### src/rtl/ddfs_env_gen.sv
// ddfs_env_gen
// ADSR envelope generator feeding the DDFS amplitude-modulation input.
// A 32-bit accumulator ramps through attack / decay / sustain / release,
// advancing one step per tick strobe; env is the upper half of it and
// stays within 0..0x7FFF.
//
// Ports
//   clk            in   system clock, rising edge
//   reset          in   asynchronous, active-high
//   start          in   gate-on / retrigger pulse (wins over stop)
//   stop           in   gate-off pulse (ignored in IDLE / RELEASE)
//   tick           in   step enable
//   attack_step    in   32-bit increment per tick in ATTACK
//   decay_step     in   32-bit decrement per tick in DECAY
//   sustain_level  in   16-bit sustain target, clamped to 0x7FFF
//   release_step   in   32-bit decrement per tick in RELEASE
//   env            out  envelope value, acc[31:16]
//   env_idle       out  high while IDLE
//   env_done       out  one-cycle pulse on RELEASE -> IDLE
//
// state   | meaning
// IDLE    | envelope off, acc held at 0
// ATTACK  | ramping up toward MAX
// DECAY   | ramping down toward the sustain level
// SUSTAIN | acc tracks the (live) sustain level
// RELEASE | ramping down toward 0

module ddfs_env_gen (
   input  logic        clk,
   input  logic        reset,
   input  logic        start,
   input  logic        stop,
   input  logic        tick,
   input  logic [31:0] attack_step,
   input  logic [31:0] decay_step,
   input  logic [15:0] sustain_level,
   input  logic [31:0] release_step,
   output logic [15:0] env,
   output logic        env_idle,
   output logic        env_done
);

   typedef enum logic [2:0] {
      IDLE    = 3'd0,
      ATTACK  = 3'd1,
      DECAY   = 3'd2,
      SUSTAIN = 3'd3,
      RELEASE = 3'd4
   } state_t;

   localparam logic [31:0] MAX = 32'h7FFF_FFFF;

   state_t      r_state;
   state_t      w_nxt_state;
   logic [31:0] r_acc;
   logic [31:0] w_nxt_acc;
   logic        r_done;
   logic        w_nxt_done;
   logic [31:0] w_s;
   logic        w_gated;

   assign w_s = {(sustain_level[15] ? 16'h7FFF : sustain_level), 16'h0000};

   assign w_gated = (r_state == ATTACK) || (r_state == DECAY) || (r_state == SUSTAIN);

   always_comb begin
      w_nxt_state = r_state;
      w_nxt_acc   = r_acc;
      w_nxt_done  = 1'b0;
      if (start) begin
         w_nxt_state = ATTACK;
      end else if (stop && w_gated) begin
         w_nxt_state = RELEASE;
      end else if (tick) begin
         case (r_state)
            ATTACK: begin
               if ((attack_step == 32'd0) || ((MAX - r_acc) <= attack_step)) begin
                  w_nxt_acc   = MAX;
                  w_nxt_state = DECAY;
               end else begin
                  w_nxt_acc = r_acc + attack_step;
               end
            end
            DECAY: begin
               // The acc <= S guard covers a sustain level raised above acc
               // mid-decay, which would otherwise make the difference wrap.
               if ((decay_step == 32'd0) || (r_acc <= w_s) ||
                   ((r_acc - w_s) <= decay_step)) begin
                  w_nxt_acc   = w_s;
                  w_nxt_state = SUSTAIN;
               end else begin
                  w_nxt_acc = r_acc - decay_step;
               end
            end
            SUSTAIN: begin
               w_nxt_acc = w_s;
            end
            RELEASE: begin
               if ((release_step == 32'd0) || (r_acc <= release_step)) begin
                  w_nxt_acc   = 32'd0;
                  w_nxt_state = IDLE;
                  w_nxt_done  = 1'b1;
               end else begin
                  w_nxt_acc = r_acc - release_step;
               end
            end
            IDLE: begin
               w_nxt_acc = 32'd0;
            end
            default: begin
               w_nxt_acc   = 32'd0;
               w_nxt_state = IDLE;
            end
         endcase
      end
   end

   always_ff @(posedge clk or posedge reset) begin
      if (reset) begin
         r_state <= IDLE;
         r_acc   <= 32'd0;
         r_done  <= 1'b0;
      end else begin
         r_state <= w_nxt_state;
         r_acc   <= w_nxt_acc;
         r_done  <= w_nxt_done;
      end
   end

   assign env      = r_acc[31:16];
   assign env_idle = (r_state == IDLE);
   assign env_done = r_done;

endmodule

### config.mk
export PLATFORM = sky130hd
export DESIGN_NAME = ddfs_env_gen
export DESIGN_NICKNAME = d
export VERILOG_FILES = /design/src/rtl/ddfs_env_gen.sv
export SDC_FILE = /design/constraint.sdc
export NUM_CORES = 1
export LEC_CHECK = 0
export BUFFER_PORTS_ARGS = -buffer_cell sky130_fd_sc_hd__clkbuf_2
export CAP_MARGIN = 20
export CELL_PAD_IN_SITES_DETAIL_PLACEMENT = 2
export CELL_PAD_IN_SITES_GLOBAL_PLACEMENT = 2
export CORE_AREA = 2 2 250 129
export CTS_CLUSTER_DIAMETER = 200
export DETAILED_ROUTE_END_ITERATION = 10
export DIE_AREA = 0 0 252 131
export HOLD_SLACK_MARGIN = 0.15
export PLACE_DENSITY = 0.88
export SLEW_MARGIN = 40
export SYNTH_ARGS = -nofsm -noshare
export SYNTH_HDL_FRONTEND = slang
export SYNTH_SLANG_ARGS = --single-unit
### constraint.sdc
create_clock -name clk -period 10.5 [get_ports clk]
set_clock_uncertainty 0.15 [all_clocks]
set_input_delay 1.05 -clock clk [delete_from_list [all_inputs] [get_ports clk]]
set_output_delay 1.05 -clock clk [all_outputs]
set_load 0.02 [all_outputs]
==> results of run 1 <==
## worst max-delay path, delay by kind of cell
family | cells | cell delay, ns
compound gates | 12 | 3.50
buf+inv | 1 | 0.23
fa+ha+maj | 2 | 0.65
xor+xnor | 1 | 0.23
simple gates | 5 | 0.95
## layout by cell type, fill, tap and decap left out, types with 6 or more instances in the layout
cell and instances:
xnor2_1 53, buf_4 8, o21bai_1 10, nor4_1 36, a31oi_1 10, o211ai_1 19, a211oi_1 16, a21oi_1 145
o21ai_1 19, nand3_1 25, nand3b_1 7, clkbuf_2 134, o21a_1 14, nand2_1 116, a21o_1 41, a211o_1 6
a22o_1 6, o221ai_1 11, nand4_1 37, and3_1 8, nor3_1 19, xor2_1 44, dfrtp_1 36, nor2_1 89
inv_1 154, o21ai_0 96, nand2b_1 16, ha_1 157, nor2b_1 14
## cell usage after synthesis, types with 3 or more instances
cell type	number
a22oi_1	5
buf_4	18
xor2_1	44
a211oi_1	16
and4_1	3
nor3_1	20
or2_2	5
o221ai_1	11
nand3b_1	7
a221oi_1	5
and2_1	3
nand4_1	37
a31oi_1	10
a221o_1	4
dfrtp_1	36
ha_1	157
nor2b_1	14
nand4b_1	3
o21ai_1	19
o21a_1	14
nor2_1	90
a2111oi_0	3
a21o_1	41
a22o_1	6
a21boi_0	3
nand2_1	116
nand3_1	25
a311oi_1	3
clkbuf_2	3
mux2i_1	5
nand2b_1	16
buf_2	17
o21bai_1	11
xnor2_1	53
a211o_1	6
clkbuf_1	25
a21oi_1	145
fa_1	4
inv_1	154
o211ai_1	19
o21ai_0	96
nor4_1	36
and3_1	8
or3_1	4
## area by class of cell
class | count | area [um2]
Antenna cell | 1 | 2.50
Multi-Input combinational cell | 1121 | 7910
Inverter | 154 | 578
Tap cell | 408 | 510
Sequential cell | 36 | 901
Timing Repair Buffer | 142 | 731
Clock buffer | 7 | 143
Fill cell | 3755 | 20200
Clock inverter | 1 | 7.51
## metrics by stage
stage	util (%)	setup WS (ns)	total power, mW	std cells	cell area [um2]
2_1_floorplan	-	4.85	1.59	1375	9700
3_3_place_gp	34.3	3.92	2.18	1861	10600
3_5_place_dp	34.3	3.73	2.27	1861	10600
4_1_cts	34.8	4.00	2.45	1869	10800
5_1_grt	34.8	3.47	2.70	1869	10800
6_report	34.8	3.90	2.53	1870	10800
## power groups by stage
stage / clock (mW) / combinational (mW) / sequential (mW)
after floorplan: 0 / 1.35 / 0.240
after global placement: 0 / 1.84 / 0.338
after detailed placement: 0 / 1.93 / 0.343
after CTS: 0.163 / 1.95 / 0.340
after global routing: 0.167 / 2.18 / 0.354
final: 0.164 / 2.01 / 0.356
## worst max-delay path by stage
stage / depth (start not counted) / startpoint / slack (ns) / to
2_1_floorplan: 24 / sustain_level[15] / 4.85 / r_acc[30]
3_3_place_gp: 21 / sustain_level[15] / 3.92 / r_acc[30]
3_5_place_dp: 24 / sustain_level[15] / 3.73 / r_acc[30]
4_1_cts: 24 / sustain_level[15] / 4.00 / r_acc[30]
5_1_grt: 24 / sustain_level[15] / 3.47 / r_acc[30]
6_report: 21 / sustain_level[15] / 3.90 / r_acc[30]
## layer usage
layer  vias up  GRT usage (%)  routed length [um]
met5         -              0                   0
met4         0           3.34                 482
met1      5747           44.4               24300
li1       5124              -                   -
met2       518           40.4               18300
met3        41           10.4                6100
## flip-flops by register name, summed over array words and instances, names as in the netlist
name,cells
env_done,1
r_state,3
r_acc,32
## logic make-up (layout without fill, tap and decap cells)
family | Yosys count | count (layout) | share of synthesized area (%)
multiplexers | 5 | 5 | 0.516
AND/OR/NAND/NOR | 396 | 396 | 20.0
flip-flops | 36 | 36 | 9.29
adder cells (fa/ha/maj) | 161 | 161 | 21.1
AO/OA/AOI/OAI | 462 | 462 | 31.0
XOR/XNOR | 97 | 97 | 8.76
other | 0 | 1 | 0
buffers and inverters | 218 | 304 | 9.39
==> metrics.md, run 1 <==
| Metric | Value |
|---|---|
| DRC errors left | `0` |
| Critical hold path startpoint | `r_acc[0]` |
| Hold buffer count at cts | `0` |
| Post-CTS Resized | `0` |
| Die Wd | `about 250 um` |
| Rel. slew slack | `between 30% and 40%` |
| Setup Crit Path Kind | `input port to flop` |
| Crit path time final | `6.60 ns` |
| Crit path max fanout | `20` |
| GRT overflow | `0` |
| Synthesis-to-finish area growth | `11.2%` |
| Synth Net Count | `around 1700` |
| Drt wl/cell | `roughly 26 um` |
| CTS tree | `done` |
| Vias | `about 11000` |
| Worst-Margin Slew | `0.923 ns` |
| Internal power | `between 0.9 and 1 mW` |
| Largest net degree at the start of global routing | `37` |
| First-pass GRT wire length | `~73000 um` |
| Cells on Worst Hold Path | `1` |
| Die Area | `~0.033 mm2` |
| PortBufs | `134` |
| PD cells | `around 230 mW/mm2` |
| Crit share post-route | `between 60% and 70%` |
| Startpoint types | `input port` |
| Max clock buf depth | `2` |
| Reg-to-Reg Start | `r_acc[23]` |
| Cell count of the worst reg-to-reg path | `19` |
| Synth area leader | `ha_1` |
| Total core area | `~0.031 mm2` |
| RSZ-0062 raised after global routing | `false` |
| Final hold vios | `0` |
| Ranking of synthesized cells by area | `ha_1 20%, dfrtp_1 9.3%, a21oi_1 7.5%` |
| Logic gate share of total power | `approximately 79%` |
| Gate Count Post-Synth | `approximately 1400` |
| Drt total wl | `49200 um` |
| Share of cells above drive strength 1 | `about 12%` |
| R2R setup slack | `around 4.4 ns` |
| DRT iter0 DRCs | `about 1200` |
| Total CTS buffers | `5` |
| Synthesis warning total | `0` |
| Ys flop type | `dfrtp_1` |
| Sw power | `between 1.5 and 2 mW` |
| Synth top area share | `20.3%` |
| Reg power frac | `14.1%` |
| Outcome | `complete, no violations` |
| Antenna violations before repair | `1` |
| Leakage | `between 5 and 6 nW` |
| Chip Height | `around 130 um` |
| #FFs+latches synth | `36` |
| Initial Utilization | `a little under a third` |
| Setup TNS Final | `0 ns` |
| Router iterations before antenna repair | `6` |
| R2R Path End | `r_acc[30]` |
| Nets | `1738` |
| Clock power share | `under 10%` |
| Clock sinks | `36` |
| CP peak stage delay | `0.75 ns` |
| Number of global-route vias before repair | `roughly 11000` |
| Seq/Total Area, Yosys | `9.29%` |
| Root Driver | `clkbuf_16` |
| EDFF count, synth | `0` |
| Ports | `between 100 and 150` |
| Ys async rst share | `100%` |
| Detailed placement HPWL | `approximately 42000 um` |
| Clock slew at reported path FFs | `around 0.06 ns` |
| Final setup viols | `0` |
| ANT nets after route | `0` |
| Sw frac | `roughly three fifths` |
| Max-slew violation count | `0` |
| Row cnt | `46` |
| Fmax | `between 150 and 200 MHz` |
| Avg Cell Area, Syn | `7.05 um2` |
| Clk_lat worst skew | `between 0.2 and 0.3 ns` |
| DR vias/cell | `between 6 and 7` |
| Worst Hold Endpoint | `r_acc[0]` |
| Placer congestion estimate | `around 0.99` |
| Slowest library cell on the worst path | `a2111oi_0` |
| MaxCap Viol Count | `0` |
| Crit path required time | `between 10 and 15 ns` |
| H-tree depth | `2` |
| Gr usage total | `a little under 30%` |
| Final hold slack | `around 0.5 ns` |
| Critical Path AT | `6.61 ns` |
| Buffer count from post-CTS setup fixing | `0` |
| Critical path, cell by cell | `clkbuf_2, nor2_1, ha_1, a2111oi_0, nand2_1, a31oi_1, o211ai_1, a31o_2, a21oi_1, xor2_1, ha_1, nand4_1, nor2_1, a221oi_1, o211ai_1, o21ai_2, nor2_4, a22oi_1, o221ai_1, a222oi_1, o21ai_1` |
| Post-Syn Area | `just under 0.01 mm2` |
| Synth cell types | `83` |
| Peak VDD IR | `around 0.000066 V` |
| Kind of end point of the critical path | `flop` |
| Worst min-delay path category | `flop to flop` |
Power figures use the tool's default switching activity.
==> run 2, diff against run 1 <==
--- a/config.mk
+++ b/config.mk
@@ -5,14 +5,15 @@
 export SDC_FILE = /design/constraint.sdc
 export NUM_CORES = 1
 export LEC_CHECK = 0
+export ABC_AREA = 1
 export BUFFER_PORTS_ARGS = -buffer_cell sky130_fd_sc_hd__clkbuf_2
 export CAP_MARGIN = 20
 export CELL_PAD_IN_SITES_DETAIL_PLACEMENT = 2
 export CELL_PAD_IN_SITES_GLOBAL_PLACEMENT = 2
-export CORE_AREA = 2 2 250 129
+export CORE_AREA = 2 2 294 151
 export CTS_CLUSTER_DIAMETER = 200
 export DETAILED_ROUTE_END_ITERATION = 10
-export DIE_AREA = 0 0 252 131
+export DIE_AREA = 0 0 296 153
 export HOLD_SLACK_MARGIN = 0.15
 export PLACE_DENSITY = 0.88
 export SLEW_MARGIN = 40
==> constraint.sdc (replaced) <==
create_clock -name clk -period 5.4 [get_ports clk]
set_clock_uncertainty 0.15 [all_clocks]
set_input_delay 0.54 -clock clk [delete_from_list [all_inputs] [get_ports clk]]
set_output_delay 0.54 -clock clk [all_outputs]
set_load 0.02 [all_outputs]
==> run 2 against run 1 <==
  * Die area grew 37%
  * Utilization shrank 4.1 points
  * Critical path depth grew 5
  * Design area grew 22%
  * Non-clock buffer count is the same
==> metrics.md, run 2 <==
| Metric | Value |
|---|---|
| Outcome | `complete, no violations` |
| Setup TNS Final | `0 ns` |
| Post-CTS Resized | `0` |
| Most flop-heavy register | `r_acc` |
| Nets | `about 2600` |
| Detailed placement HPWL | `~58000 um` |
| MaxCap Viol Count | `0` |
| Clock power share | `5.2%` |
| Final hold vios | `0` |
| Worst-Margin Slew | `roughly 0.84 ns` |
| Max-slew violation count | `0` |
| Crit path time final | `4.80 ns` |
| Critical Path AT | `4.87 ns` |
| Sw power | `~4.5 mW` |
| Crit share post-route | `between 80% and 90%` |
| Worst min-delay path category | `input port to async pin` |
| Slack of the critical path | `0.599 ns` |
| Clk_lat worst skew | `approximately 0.30 ns` |
| Placer congestion estimate | `just under 1` |
| Synthesis warning total | `0` |
| Ys async rst share | `100%` |
| Avg Cell Area, Syn | `between 5 and 6 um2` |
| PD cells | `a little over 500 mW/mm2` |
| Synth top cells by count | `724 x nand2_1, 392 x inv_1, 242 x nor2_1, 157 x ha_1` |
| Commonest non-fill, non-tap cell in the layout | `nand2_1` |
| Die Wd | `296 um` |
| Share of cells above drive strength 1 | `~10%` |
| Setup Crit Path Kind | `input port to flop` |
| Hold buffer count at cts | `0` |
| Max reg flops | `32` |
| Initial Utilization | `27.5%` |
| First-pass GRT wire length | `between 90000 and 100000 um` |
| Fillers | `5687` |
| Drt total wl | `approximately 64000 um` |
| DR vias/cell | `about 5.1` |
| Crit path max fanout | `16` |
| Number of global-route vias before repair | `between 15000 and 20000` |
| Die Area | `around 0.045 mm2` |
| Largest net degree at the start of global routing | `50` |
| ANT nets after route | `0` |
| Buffer count from post-CTS setup fixing | `0` |
| Vias | `approximately 15000` |
| Startpoint types | `input port` |
| R2R setup slack | `0.87 ns` |
| Ports | `135` |
| Peak VDD IR | `around 0.00015 V` |
| Setup slack at placement | `between 0.3 and 0.4 ns` |
| RSZ-0062 raised after global routing | `false` |
| Total core area | `~0.043 mm2` |
| Row cnt | `54` |
| Max clock buf depth | `2` |
| Internal power | `2.31 mW` |
| ANT cells | `0` |
| Antenna violations before repair | `0` |
| Ranking of synthesized cells by area | `nand2_1 23%, ha_1 17%, inv_1 12%` |
| Gr usage total | `roughly 28%` |
| Crit path required time | `~5.5 ns` |
| Fmax | `208 MHz` |
| PortBufs | `around 130` |
| Root Driver | `clkbuf_16` |
| Kind of end point of the critical path | `flop` |
| DRT iter0 DRCs | `approximately 1100` |
| CTS tree | `done` |
| Clock slew at reported path FFs | `0.07 ns` |
| Router iterations before antenna repair | `5` |
| Most frequent cells in the layout | `723 x nand2_1, 392 x inv_1, 241 x nor2_1` |
| EDFF count, synth | `0` |
| Drt wl/cell | `roughly 22 um` |
| Count leader, synth | `nand2_1` |
| Chip Height | `about 150 um` |
| Seq/Total Area, Yosys | `roughly 7.6%` |
| Total CTS buffers | `5` |
| Synth cell types | `49` |
| Clock sinks | `36` |
| GRT overflow | `0` |
| Ys flop type | `dfrtp_1` |
| Logic gate share of total power | `85.3%` |
| Final setup viols | `0` |
| Synth top area share | `a little under a quarter` |
| Sw frac | `66.2%` |
| Rel. slew slack | `between 40% and 50%` |
| Gate Count Post-Synth | `around 2200` |
| Leakage | `slightly below 8 nW` |
| H-tree depth | `2` |
| Post-Syn Area | `0.0118 mm2` |
| DRC errors left | `0` |
| Synth Net Count | `2457` |
| Reg power frac | `9.5%` |
| #FFs+latches synth | `36` |
| Synthesis-to-finish area growth | `11.8%` |
| Synth area leader | `nand2_1` |
| Pwr Total | `just under 7 mW` |
-- run 2: logic make-up (layout without fill, tap and decap cells) --
group / count (synthesis) / in the layout / synth area share [%]
compound gates: 254 / 254 / 11.7
flops: 36 / 36 / 7.64
xor+xnor: 48 / 48 / 3.57
buf+inv: 444 / 557 / 15.2
fa+ha+maj: 161 / 161 / 17.3
simple gates: 1236 / 1236 / 44.6
-- run 2: final cells by class --
type,instances,area (um2),area share [%]
multi-input cells,1699,9110,69.2
inverters,407,1530,11.6
flip-flops and latches,36,901,6.84
well taps,588,736,5.58
repair buffers,142,731,5.54
clock buffers,6,129,0.978
clock inverters,2,35.0,0.266
-- run 2: critical path, cell delays in order --
cell and delay, ns:
clkbuf_2 0.27, nor2_1 0.36, ha_1 0.32, nand3_1 0.09, nand2_1 0.10, a21oi_1 0.33
o21ai_1 0.21, a21boi_1 0.27, o21ai_1 0.16, nand2_1 0.11, nand3_1 0.07, nand2_1 0.08
inv_1 0.04, ha_1 0.29, nand2_1 0.06, nor2_1 0.18, nand3_1 0.15, nor2_2 0.15
nand2_2 0.08, nand2_4 0.10, nand3_4 0.21, inv_4 0.29, nand3_2 0.09, nand3_1 0.09
nand2_1 0.07, o21ai_1 0.12
-- run 2: metal layers --
| layer | up-vias | routed length, um | global-route usage [%] |
|---|---|---|---|
| met5 | - | 0 | 0 |
| li1 | 7019 | - | - |
| met1 | 7311 | 33100 | 44.4 |
| met2 | 411 | 25500 | 40.5 |
| met4 | 0 | 742 | 3.03 |
| met3 | 38 | 5120 | 4.61 |
-- run 2: stage by stage --
stage	cells	hold slack [ns]	util, %	cell area, um2
detailed placement	2872	0.499	30.4	13000
CTS	2880	0.213	30.8	13200
finish	2880	0.186	30.8	13200
global placement	2872	0.431	30.4	13000
floorplan	2179	0.391	-	11800
global route	2880	0.246	30.8	13200
-- run 2: final timing paths --
check	end	start	cells past startpoint
worst max-delay path	r_acc[8]	sustain_level[15]	26
worst min-delay path	r_acc[3]	reset	3
worst max register to register	r_acc[8]	r_acc[20]	23
worst min register to register	r_state[0]	r_state[0]	2
max in group asynchronous	r_acc[30]	reset	3
min in group clk	r_state[2]	stop	3
-- run 2: power by group through the flow --
stage	Clock [mW]	Sequential [mW]	Combinational, mW
final	0.353	0.651	5.81
after detailed placement	0	0.657	5.67
after CTS	0.357	0.652	5.70
after floorplan	0	0.520	3.73
after global routing	0.370	0.665	6.34
after global placement	0	0.651	5.37
==> run 3, diff against run 2 <==
==> constraint.sdc (replaced) <==
create_clock -name clk -period 4.1 [get_ports clk]
set_clock_uncertainty 0.15 [all_clocks]
set_input_delay 0.41 -clock clk [delete_from_list [all_inputs] [get_ports clk]]
set_output_delay 0.41 -clock clk [all_outputs]
set_load 0.02 [all_outputs]
==> run 3 against run 2 <==
  * Sequential share of layout area fell by 0.36 points
  * Setup slack worse by 0.50 ns
  * Design area rose by 5.7%
  * Die area is the same
  * Utilization up 1.7 points
  * Via count grew 3.3%
  * Largest cell class unchanged
  * Count of clock-buffer cells in the layout unchanged
==> metrics.md, run 3 (synthesis gave the netlist of run 2 again) <==
| Metric | Value |
|---|---|
| Gr usage total | `between 20 and 30%` |
| Worst-Margin Slew | `between 0.7 and 0.8 ns` |
| Fillers | `roughly 5600` |
| Final hold vios | `0` |
| H-tree depth | `2` |
| Total CTS buffers | `5` |
| Initial Utilization | `about 28%` |
| Max-slew violation count | `0` |
| Crit path time final | `roughly 4 ns` |
| Row cnt | `54` |
| Share of cells above drive strength 1 | `13.9%` |
| Setup TNS Final | `0 ns` |
| PortBufs | `roughly 130` |
| Fmax | `250 MHz` |
| Crit path required time | `about 4.2 ns` |
| Setup slack at placement | `-0.566 ns` |
| Placer congestion estimate | `about 1.0` |
| Pwr Total | `9.38 mW` |
| Cell Count Post-Placement | `~2900` |
| RSZ-0062 raised after global routing | `true` |
| Clock sinks | `36` |
| Die Wd | `approximately 300 um` |
| Reg power frac | `around 8.4%` |
| Sw power | `~6 mW` |
| Commonest non-fill, non-tap cell in the layout | `nand2_1` |
| Antenna violations before repair | `1` |
| Final setup viols | `0` |
| Final hold slack | `roughly 0.28 ns` |
| Total core area | `~0.043 mm2` |
| Chip Height | `about 150 um` |
| Drt total wl | `between 60000 and 70000 um` |
| MaxCap Viol Count | `0` |
| Vias | `about 15000` |
| DR vias/cell | `approximately 5.2` |
| Die Area | `~0.045 mm2` |
| Clock slew at reported path FFs | `approximately 0.070 ns` |
| Worst min-delay path category | `input port to flop` |
| Number of global-route vias before repair | `approximately 16000` |
| CTS tree | `done` |
| Clk_lat worst skew | `between 0.3 and 0.4 ns` |
| Detailed placement HPWL | `approximately 60000 um` |
| Most flop-heavy register | `r_acc` |
| Design area | `roughly 0.014 mm2` |
| Cell count of the worst reg-to-reg path | `27` |
| Synthesis-to-finish area growth | `18.1%` |
| Outcome | `complete, no violations` |
| Drt wl/cell | `about 23 um` |
| Post-Place Cell Area | `between 0.01 and 0.015 mm2` |
| Final core utilization | `between 30% and 40%` |
| Kind of end point of the critical path | `flop` |
| ANT nets after route | `0` |
| Startpoint types | `flop` |
| Internal power | `3.28 mW` |
| Ports | `between 100 and 150` |
| Root Driver | `clkbuf_16` |
| Largest net degree at the start of global routing | `38` |
| Router iterations before antenna repair | `5` |
| Crit path max fanout | `9` |
| Clock power share | `around 5.1%` |
| GRT overflow | `0` |
| Setup Crit Path Kind | `flop to flop` |
| Final non-filler cell total | `2947` |
| Crit share post-route | `between 90% and 100%` |
| Critical Path AT | `~4 ns` |
| Logic gate share of total power | `between 80% and 90%` |
| Max clock buf depth | `2` |
| Max reg flops | `32` |
| Slack of the critical path | `0.104 ns` |
| DRT iter0 DRCs | `1269` |
| Sw frac | `approximately two thirds` |
| PD cells | `674 mW/mm2` |
| DRC errors left | `0` |
| Nets | `~2600` |
| Leakage | `8.16 nW` |
| Rel. slew slack | `49.2%` |
| First-pass GRT wire length | `99500 um` |
| Cells on Worst Hold Path | `3` |
| Most frequent cells in the layout | `719 x nand2_1, 390 x inv_1, 234 x nor2_1` |
| Peak VDD IR | `0.000191 V` |
-- run 3: power by group through the flow --
stage / combinational, mW / clock (mW) / sequential [mW]
finish: 8.12 / 0.478 / 0.788
global route: 8.84 / 0.491 / 0.796
CTS: 7.87 / 0.480 / 0.783
detailed placement: 7.74 / 0 / 0.783
global placement: 7.29 / 0 / 0.771
floorplan: 4.92 / 0 / 0.685
-- run 3: cell type report --
cell class | instances | area, um2 | share of cell area [%]
well taps | 588 | 736 | 5.28
diodes | 1 | 2.50 | 0.0180
flip-flops and latches | 36 | 902 | 6.48
repair buffers | 207 | 1250 | 9.01
clock buffers | 6 | 129 | 0.925
clock inverters | 2 | 35.0 | 0.252
multi-input cells | 1699 | 9320 | 66.9
repair inverters | 1 | 8.76 | 0.0629
inverters | 407 | 1540 | 11.1
-- run 3: final timing paths --
kind                            startpoint          to  slack [ns]
worst max-delay path             r_acc[16]  r_state[1]        0.10
worst min-delay path                  stop  r_state[2]        0.28
worst max register to register   r_acc[16]  r_state[1]        0.10
worst min register to register  r_state[0]  r_state[0]        0.52
max in group asynchronous            reset   r_acc[17]        2.72
min in group asynchronous            reset    r_acc[3]        0.62
-- run 3: critical path: stages, from the launching register on --
cell and delay [ns]:
dfrtp_1 0.39, inv_2 0.10, ha_4 0.13, inv_2 0.04, fa_2 0.36, nand2_2 0.11, nand2_4 0.07, nand2_4 0.09
nand2_4 0.06, a31oi_4 0.17, o21ai_2 0.09, a31oi_2 0.20, xor2_2 0.11, ha_1 0.30, nand2_2 0.06, nor2_2 0.13
nand3_2 0.12, nor2_4 0.12, nand2_1 0.07, nand3_2 0.12, nor2_4 0.06, nand3_4 0.08, buf_12 0.16, buf_6 0.11
nand3_2 0.07, o21bai_4 0.22, nand2_1 0.12, o21ai_2 0.08
-- run 3: layer usage --
layer  track usage [%]  wire, um  share of wire, %
met1              43.3     33000                49
met4              4.14       956               1.4
met2              43.0     27100                40
met5                 0         0                 0
met3              7.21      6240               9.3
-- run 3: what timing repair did --
action | CTS | global route
endpoints found under the setup margin | 35 | 35
cloned | 0 | 1
buffers inserted | 8 | 3
gates resized for setup | 33 | 23
hold buffers | 1 | 0
hold endpoints to repair | 36 | 0
pin swaps | 19 | 20
